[src/rtl/tf_coeff_sram_ctrl.sv]
// Coefficient SRAM sequencer: streamed load, paced debug readout and two-requester read arbitration.
// Define TF_COEFF_CTRL_CHECKSUM_EN to add a running modulo-2^DATA_WIDTH checksum of loaded words.
//
// state    | meaning
// IDLE     | waiting for a command; read requesters are arbitrated onto the R/RW ports
// LOAD     | accepting coefficient words from the stream into the SRAM
// DBG_WAIT | two-cycle gap while the SRAM presents the next debug word
// DBG_OUT  | debug word offered on the readout stream
module tf_coeff_sram_ctrl #(
  parameter int DATA_WIDTH = 16,
  parameter int ADDR_WIDTH = 12,
  parameter int DEPTH      = 2048
) (
  input  logic                  clk,
  input  logic                  rst_n,
  input  logic                  cmd_load,
  input  logic                  cmd_debug,
  input  logic [ADDR_WIDTH-1:0] len,
  output logic                  busy,
  output logic                  done,
  input  logic                  s_valid,
  input  logic [DATA_WIDTH-1:0] s_data,
  output logic                  s_ready,
  output logic                  dbg_valid,
  output logic [DATA_WIDTH-1:0] dbg_data,
  input  logic                  dbg_ready,
  input  logic                  req0,
  input  logic [ADDR_WIDTH-1:0] addr0,
  output logic                  gnt0,
  output logic                  rvalid0,
  output logic [DATA_WIDTH-1:0] rdata0,
  input  logic                  req1,
  input  logic [ADDR_WIDTH-1:0] addr1,
  output logic                  gnt1,
  output logic                  rvalid1,
  output logic [DATA_WIDTH-1:0] rdata1,
  output logic                  sram_load,
  output logic                  sram_wdata_valid,
  output logic                  sram_debug,
  output logic                  sram_debug_read_trig,
  output logic                  sram_ren,
  output logic                  sram_rwen,
  output logic [DATA_WIDTH-1:0] sram_wdata,
  output logic [ADDR_WIDTH-1:0] sram_radr,
  output logic [ADDR_WIDTH-1:0] sram_rwadr,
  input  logic [DATA_WIDTH-1:0] sram_rdata,
  input  logic [DATA_WIDTH-1:0] sram_rwdata
`ifdef TF_COEFF_CTRL_CHECKSUM_EN
  ,
  output logic [DATA_WIDTH-1:0] checksum
`endif
);

  // one extra bit so a count equal to DEPTH is representable
  localparam int CW = ADDR_WIDTH + 1;
  localparam logic [CW-1:0] DEPTH_C = CW'(DEPTH);

  typedef enum logic [1:0] {IDLE, LOAD, DBG_WAIT, DBG_OUT} state_t;

  state_t          state;
  logic [CW-1:0]   len_q;
  logic [CW-1:0]   cnt;
  logic [CW-1:0]   cnt_inc;
  logic [CW-1:0]   len_ext;
  logic [CW-1:0]   len_clamp;
  logic            wait_cnt;
  logic            rv1_rw;
  logic            arb_en;

  assign len_ext   = {1'b0, len};
  assign len_clamp = (len_ext > DEPTH_C) ? DEPTH_C : len_ext;
  assign cnt_inc   = cnt + CW'(1);

  assign busy = (state != IDLE);

  // requesters see the SRAM only while idle and out of reset
  assign arb_en     = rst_n && (state == IDLE);
  assign gnt0       = arb_en && req0;
  assign gnt1       = arb_en && req1;
  assign sram_ren   = gnt0 || gnt1;
  assign sram_radr  = gnt0 ? addr0 : (gnt1 ? addr1 : '0);
  assign sram_rwen  = gnt0 && gnt1;
  assign sram_rwadr = sram_rwen ? addr1 : '0;

  assign rdata0 = rvalid0 ? sram_rdata : '0;
  assign rdata1 = rvalid1 ? (rv1_rw ? sram_rwdata : sram_rdata) : '0;

  assign sram_load        = (state == LOAD);
  assign s_ready          = sram_load && (cnt < len_q);
  assign sram_wdata_valid = s_valid && s_ready;
  assign sram_wdata       = sram_load ? s_data : '0;

  assign sram_debug           = (state == DBG_WAIT) || (state == DBG_OUT);
  assign dbg_valid            = (state == DBG_OUT);
  assign dbg_data             = dbg_valid ? sram_rdata : '0;
  assign sram_debug_read_trig = dbg_valid && dbg_ready;

  always_ff @(posedge clk) begin
    if (!rst_n) begin
      state    <= IDLE;
      done     <= 1'b0;
      len_q    <= '0;
      cnt      <= '0;
      wait_cnt <= 1'b0;
      rvalid0  <= 1'b0;
      rvalid1  <= 1'b0;
      rv1_rw   <= 1'b0;
    end else begin
      done    <= 1'b0;
      rvalid0 <= gnt0;
      rvalid1 <= gnt1;
      rv1_rw  <= gnt0 && gnt1;
      case (state)
        IDLE: begin
          if (cmd_load || cmd_debug) begin
            len_q    <= len_clamp;
            cnt      <= '0;
            wait_cnt <= 1'b1;
            if (len_clamp == '0) begin
              done <= 1'b1;
            end else if (cmd_load) begin
              state <= LOAD;
            end else begin
              state <= DBG_WAIT;
            end
          end
        end
        LOAD: begin
          if (sram_wdata_valid) begin
            cnt <= cnt_inc;
            if (cnt_inc == len_q) begin
              state <= IDLE;
              done  <= 1'b1;
            end
          end
        end
        DBG_WAIT: begin
          if (wait_cnt == 1'b0) begin
            state <= DBG_OUT;
          end else begin
            wait_cnt <= wait_cnt - 1'b1;
          end
        end
        DBG_OUT: begin
          if (dbg_ready) begin
            cnt      <= cnt_inc;
            wait_cnt <= 1'b1;
            if (cnt_inc == len_q) begin
              state <= IDLE;
              done  <= 1'b1;
            end else begin
              state <= DBG_WAIT;
            end
          end
        end
        default: state <= IDLE;
      endcase
    end
  end

`ifdef TF_COEFF_CTRL_CHECKSUM_EN
  always_ff @(posedge clk) begin
    if (!rst_n) begin
      checksum <= '0;
    end else if ((state == IDLE) && cmd_load) begin
      checksum <= '0;
    end else if (sram_wdata_valid) begin
      checksum <= checksum + s_data;
    end
  end
`endif

endmodule

[config.mk]
export PLATFORM = sky130hd
export DESIGN_NAME = tf_coeff_sram_ctrl
export DESIGN_NICKNAME = d
export VERILOG_FILES = /design/src/rtl/tf_coeff_sram_ctrl.sv
export SDC_FILE = /design/constraint.sdc
export NUM_CORES = 1
export LEC_CHECK = 0
export CAP_MARGIN = 20
export CELL_PAD_IN_SITES_DETAIL_PLACEMENT = 1
export CELL_PAD_IN_SITES_GLOBAL_PLACEMENT = 1
export CORE_MARGIN = 2
export CORE_UTILIZATION = 25
export CTS_BUF_LIST = sky130_fd_sc_hd__clkbuf_2 sky130_fd_sc_hd__clkbuf_4 sky130_fd_sc_hd__clkbuf_8
export CTS_CLUSTER_SIZE = 28
export DETAILED_ROUTE_END_ITERATION = 7
export PLACE_DENSITY_LB_ADDON = 0.1
export SETUP_SLACK_MARGIN = 0.5
export SYNTH_ARGS = -nofsm -noshare
export SYNTH_HDL_FRONTEND = slang
export SYNTH_SLANG_ARGS = --single-unit
[constraint.sdc]
create_clock -name clk -period 3 [get_ports clk]
set_input_delay 0.6 -clock clk [delete_from_list [all_inputs] [get_ports clk]]
set_output_delay 0.6 -clock clk [all_outputs]
set_load 0.01 [all_outputs]
# Yosys cells after proc, flatten, opt, wreduce, memory -nomap -nowiden
# Index checks and enable logic that the tools add are counted.
[classes]
add_sub_neg = 2
n_eq_ne = 10
n_reduce_logical = 19
n_lt_le_gt_ge = 2
muxes = 32
[ops]
columns = ["cell", "count"]
rows = [
  ["$mux 16", 5],
  ["$mux 12", 4],
  ["$mux 13", 3],
  ["$pmux 13 s3", 1],
  ["$mux 2", 8],
  ["$add 13x1->13 const B", 1],
  ["$eq 13x13->1", 1],
  ["$logic_not 13->1", 1],
  ["$lt 13x13->1", 1],
  ["$gt 12x12->1 const B", 1],
  ["$mux 1", 8],
  ["$ne 2x1->1 const B", 4],
  ["$pmux 2 s4", 1],
  ["$logic_and 1x1->1", 7],
  ["$pmux 1 s3", 2],
  ["$reduce_and 6->1", 1],
  ["$reduce_bool 3->1", 2],
  ["$eq 2x2->1 const B", 2],
  ["$ne 2x2->1 const B", 2],
  ["$reduce_and 4->1", 1],
  ["$logic_or 1x1->1", 3],
  ["$reduce_and 3->1", 1],
  ["$eq 2x1->1 const B", 1],
  ["$logic_not 2->1", 1],
  ["3 further kinds", 3],
]
[word_totals]
out_inout_bits = 102
reg_bits = 33
elab_cells = 73

# Depth between registers and ports, before layout
[depth]
depth_word = 6
mapped_depth = 9
depth_no_buf = 9

# Least setup slack after synthesis
# OpenSTA, ideal clock, no wires.
[synth_path]
kind = "input to output"
start = "in rst_n"
end = "out sram_rwadr[10]"
arrival_ps = 1770
setup_slack_ps = 630
stages = 5
t_required_ps = 2400
path_cell_list = "clkbuf_1 and3_1 clkbuf_1 clkbuf_1 and3_1"
[synth_via]
elab_chain_cells = 4
word_cells_on_any_way = 5
[synth_lines]
columns = ["element", "line_no", "rtl"]
rows = [
  ["start, declared", "15", "input logic rst_n,"],
  ["$logic_and 1x1->1", "77", "assign arb_en = rst_n && (state == IDLE);"],
  ["$logic_and 1x1->1", "78", "assign gnt0 = arb_en && req0;"],
  ["named net gnt0", "29", "output logic gnt0,"],
  ["$logic_and 1x1->1", "82", "assign sram_rwen = gnt0 && gnt1;"],
  ["$mux 12", "83", "assign sram_rwadr = sram_rwen ? addr1 : '0;"],
  ["end, declared", "45", "output logic [ADDR_WIDTH-1:0] sram_rwadr,"],
]
# The timed path passes the listed nets, and every way through them passes these cells.

# Worst setup path after layout
[layout_path]
start = "reg len_q[9]"
end = "out sram_wdata_valid"
[layout_via]
elab_chain_cells = 3
[layout_lines]
columns = ["element", "line_no", "rtl"]
rows = [
  ["start, declared", "61", "logic [CW-1:0] len_q;"],
  ["start signal, assigned", "116", "len_q <= len_clamp;"],
  ["$lt 13x13->1", "89", "assign s_ready = sram_load && (cnt < len_q);"],
  ["$logic_and 1x1->1", "89", ""],
  ["$logic_and 1x1->1", "90", "assign sram_wdata_valid = s_valid && s_ready;"],
  ["end, declared", "38", "output logic sram_wdata_valid,"],
]
# Every way passes these cells.

==> run_summary.xml <==
<?xml version="1.0" encoding="UTF-8"?>
<metrics>
  <group name="status">
    <metric name="run_status" unit="">complete, no violations</metric>
  </group>
  <group name="cts">
    <metric name="numCtsBuffers" unit="">5</metric>
    <metric name="cts_num_sinks" unit="">32</metric>
    <metric name="clkTransAtPathRegs" unit="ns">0.07</metric>
    <metric name="ctsHtreeMaxLevel" unit="">2</metric>
    <metric name="clkLatencyLatePin" unit="ns">0.30</metric>
    <metric name="cts_tree" unit="">done</metric>
    <metric name="clock-root-buffer" unit="">clkbuf_8</metric>
    <metric name="largest_buffer_count_on_any_clock_path" unit="">2</metric>
  </group>
  <group name="finish">
    <metric name="antenna-diode-count" unit="">0</metric>
    <metric name="layout-area-overhead-vs-synth" unit="%">89.2</metric>
    <metric name="mostFrequentLayoutCell" unit="">clkdlybuf4s50_1</metric>
    <metric name="finalInstanceArea" unit="um^2">5700</metric>
    <metric name="most-common-layout-cells" unit="">clkdlybuf4s50_1 (147), and2_1 (40), buf_4 (37), and3_1 (32), nor2_1 (23)</metric>
    <metric name="fill_cells" unit="">1422</metric>
    <metric name="drive_above_1_share" unit="%">20.6</metric>
    <metric name="final_instance_count_excl_fillers" unit="">758</metric>
    <metric name="nets" unit="">715</metric>
  </group>
  <group name="drt">
    <metric name="wire_per_inst" unit="um">18.7</metric>
    <metric name="vias_per_cell" unit="">5.08</metric>
    <metric name="drtAntennaViolNets" unit="">0</metric>
    <metric name="drt_drc_violations_left" unit="">0</metric>
    <metric name="detailedRoute.firstPassIterationCount" unit="">4</metric>
    <metric name="route.final.wire_length" unit="mm">14.2</metric>
    <metric name="vias_post_dr" unit="">3850</metric>
    <metric name="detailedRoute.firstIterationViolations" unit="">108</metric>
  </group>
  <group name="critical_path">
    <metric name="type_of_element_launching_the_critical_path" unit="">register</metric>
    <metric name="cp-end-kind" unit="">primary output</metric>
    <metric name="worstReg2RegStart" unit="">cnt[0]$_SDFFE_PN0P_</metric>
    <metric name="regToRegSetupSlack" unit="ns">0.60</metric>
    <metric name="timing.critical_path.arrival" unit="ns">1.88</metric>
    <metric name="timing_worst_setup_path_type" unit="">register to primary output</metric>
    <metric name="cp_data_required_time" unit="ns">2.40</metric>
    <metric name="rr_endpoint" unit="">state[1]$_SDFFE_PN0P_</metric>
    <metric name="r2r_cell_count" unit="">7</metric>
    <metric name="worst-path-max-fanout" unit="">3</metric>
  </group>
  <group name="hold_path">
    <metric name="endpoint_of_the_worst_hold_path" unit="">wait_cnt$_SDFFE_PN0P_</metric>
    <metric name="timing.hold.worst_path_depth" unit="">2</metric>
    <metric name="worstHoldPathType" unit="">register to register</metric>
    <metric name="min_from" unit="">wait_cnt$_SDFFE_PN0P_</metric>
  </group>
  <group name="logic_synthesis">
    <metric name="synthesis.yosys.warnings" unit="">0</metric>
    <metric name="synthArstFlopShare" unit="%">0</metric>
    <metric name="syn_inst" unit="">397</metric>
    <metric name="postSynthNetCount" unit="">502</metric>
    <metric name="synth_seq_cells" unit="">32</metric>
    <metric name="synthesis.area" unit="um^2">3010</metric>
    <metric name="number_of_enable_type_register_cells_in_the_synthesized_netlist" unit="">0</metric>
    <metric name="yosys_cell_types" unit="">59</metric>
    <metric name="synth_sequential_area_ratio" unit="%">21.3</metric>
    <metric name="syn_area_per_cell" unit="um^2">7.59</metric>
    <metric name="synth_flop_cell" unit="">dfxtp_1</metric>
  </group>
  <group name="timing">
    <metric name="achievable-frequency" unit="MHz">403</metric>
    <metric name="finalHoldViolations" unit="">0</metric>
    <metric name="finalWorstPathRequiredPeriod" unit="ns">2.48</metric>
    <metric name="worst_slew_pin_slew" unit="ns">0.595</metric>
    <metric name="finalSetupViolations" unit="">0</metric>
    <metric name="slew-limit-headroom" unit="%">60.2</metric>
    <metric name="final-max-slew-violation-count" unit="">0</metric>
    <metric name="post-route-period-util" unit="%">82.7</metric>
    <metric name="fin_skew" unit="ns">0.00801</metric>
    <metric name="rsz0062_at_grt" unit="">yes</metric>
    <metric name="fin_setup_tns" unit="ns">0</metric>
    <metric name="timing.hold.ws" unit="ns">0.527</metric>
  </group>
  <group name="place">
    <metric name="portBuffers" unit="">193</metric>
    <metric name="dp_cells" unit="">726</metric>
    <metric name="globalplace.congestion" unit="">0.821</metric>
    <metric name="detailed_place_hpwl" unit="mm">10.7</metric>
    <metric name="placement.cell_area" unit="um^2">5150</metric>
  </group>
  <group name="pwr">
    <metric name="power_per_cell_area" unit="nW/um^2">261</metric>
    <metric name="maximum_ir_drop_on_the_vdd_rail" unit="mV">0.152</metric>
    <metric name="total_power" unit="mW">1.49</metric>
    <metric name="power_leakage" unit="nW">2.56</metric>
  </group>
  <group name="run">
    <metric name="maxCapViolCount" unit="">0</metric>
  </group>
  <group name="floorplan">
    <metric name="core_region_area" unit="um^2">11900</metric>
    <metric name="floorplan.rows" unit="">40</metric>
    <metric name="floorplan.die.height" unit="um">114</metric>
    <metric name="io_pins" unit="">194</metric>
    <metric name="initial_core_util" unit="%">25.4</metric>
    <metric name="chipWidth" unit="um">114</metric>
    <metric name="die_area" unit="um^2">12900</metric>
  </group>
  <group name="grt">
    <metric name="grt_remaining_overflow" unit="">0</metric>
    <metric name="grt_antenna_before_repair" unit="">0</metric>
    <metric name="grt_pass1_vias" unit="">4062</metric>
    <metric name="wire_length_of_the_first_global_routing_pass" unit="mm">22.0</metric>
    <metric name="all_layer_global_routing_usage" unit="%">21.5</metric>
    <metric name="grt_max_degree" unit="">25</metric>
  </group>
</metrics>
## synthesized netlist by cell type, types with 3 or more instances
cell      number  area, um^2
and3_1        33         206
a21oi_1       15        75.1
inv_1         19        71.3
a22o_1        12         105
nor3_1         3        15.0
buf_2          5        25.0
nand2_1       23        86.3
ha_1          13         163
nand2b_1       5        31.3
xor2_1         8        70.1
nand3_1       13        65.1
nor2b_1       19         119
o221a_1        7        78.8
o21ai_1        3        15.0
and4_1         3        26.3
dfxtp_1       32         641
xnor2_1        4        35.0
o21ai_0        8        40.0
mux2i_1       17         170
clkbuf_1      22        82.6
and2_1        40         250
nand4_1        3        18.8
nor3b_1        5        37.5
nor2_1        29         109
a22oi_1       10        75.1
## how the worst max path moves through the flow
stage	depth (start not counted)	endpoint	slack (ns)	from
global route	8	s_ready	0.41	len_q[6]$_SDFFE_PN0P_
detailed placement	5	sram_rwadr[7]	0.15	rst_n
global placement	9	s_ready	0.18	len_q[2]$_SDFFE_PN0P_
floorplan	5	sram_rwadr[10]	0.63	rst_n
finish	9	sram_wdata_valid	0.52	len_q[9]$_SDFFE_PN0P_
CTS	7	sram_radr[5]	0.41	req1
## cell families (layout without fill, tap and decap cells)
| group | count (synthesis) | count (layout) | synth area share (%) |
|---|---|---|---|
| multiplexers | 17 | 17 | 5.65 |
| adder cells (fa/ha/maj) | 13 | 13 | 5.40 |
| AO/OA/AOI/OAI | 79 | 79 | 20.3 |
| AND/OR/NAND/NOR | 194 | 194 | 36.9 |
| XOR/XNOR | 12 | 12 | 3.49 |
| buffers and inverters | 50 | 264 | 6.94 |
| flip-flops | 32 | 32 | 21.3 |
## routing by layer
metal  part of all wire (%)  vias to the layer above  track usage, %  wire length (um)
li1                       -                     1850               -                 -
met3                    4.2                       19            3.45               592
met2                     52                      110            39.4              7320
met5                      0                        -               0                 0
met4                    1.8                        0            5.85               252
met1                     42                     1871            26.1              5990
## flip-flops by register name (all words and copies together), names as in the netlist
register  flops
wait_cnt      1
rvalid0       1
rv1_rw        1
rvalid1       1
done          1
len_q        12
cnt          13
state         2
## per-stage QoR
| step | utilization, % | setup slack, ns |
|---|---|---|
| 2_1_floorplan | - | 0.630 |
| 3_3_place_gp | 43.4 | 0.177 |
| 3_5_place_dp | 43.4 | 0.154 |
| 4_1_cts | 46.3 | 0.415 |
| 5_1_grt | 48.0 | 0.414 |
| 6_report | 48.0 | 0.518 |
## report_power, final
group	total (mW)	internal, mW	leakage [nW]	switching (mW)
logic	0.658	0.367	2.24	0.291
registers	0.467	0.441	0.272	0.0260
clock network	0.362	0.183	0.0510	0.178
total	1.49	0.991	2.56	0.496
## critical path, cell delays in order (launching register included)
cell and delay, ns:
dfxtp_4 0.36, inv_1 0.06, ha_1 0.28, and4b_2 0.29, o311ai_4 0.11, buf_6 0.14, buf_6 0.11, nand3_4 0.07
inv_2 0.05, buf_6 0.11
## cell type report
type | instances | area [um^2] | share of cell area [%]
clock buffer | 6 | 82.6 | 1.45
multi-input combinational | 315 | 2370 | 41.6
clock inverter | 2 | 10.0 | 0.176
tap | 147 | 184 | 3.23
inverter | 20 | 75.1 | 1.32
timing repair buffer | 236 | 2290 | 40.3
sequential | 32 | 683 | 12.0
## timing repair
item | in CTS | in global routing
gates resized for setup | 99 | 52
pin swaps | 11 | 9
hold buffers | 0 | 0
endpoints found under the setup margin | 57 | 48
cloned | 2 | 0
buffers inserted | 14 | 8
Note: power is estimated with default switching activity, not from simulation.
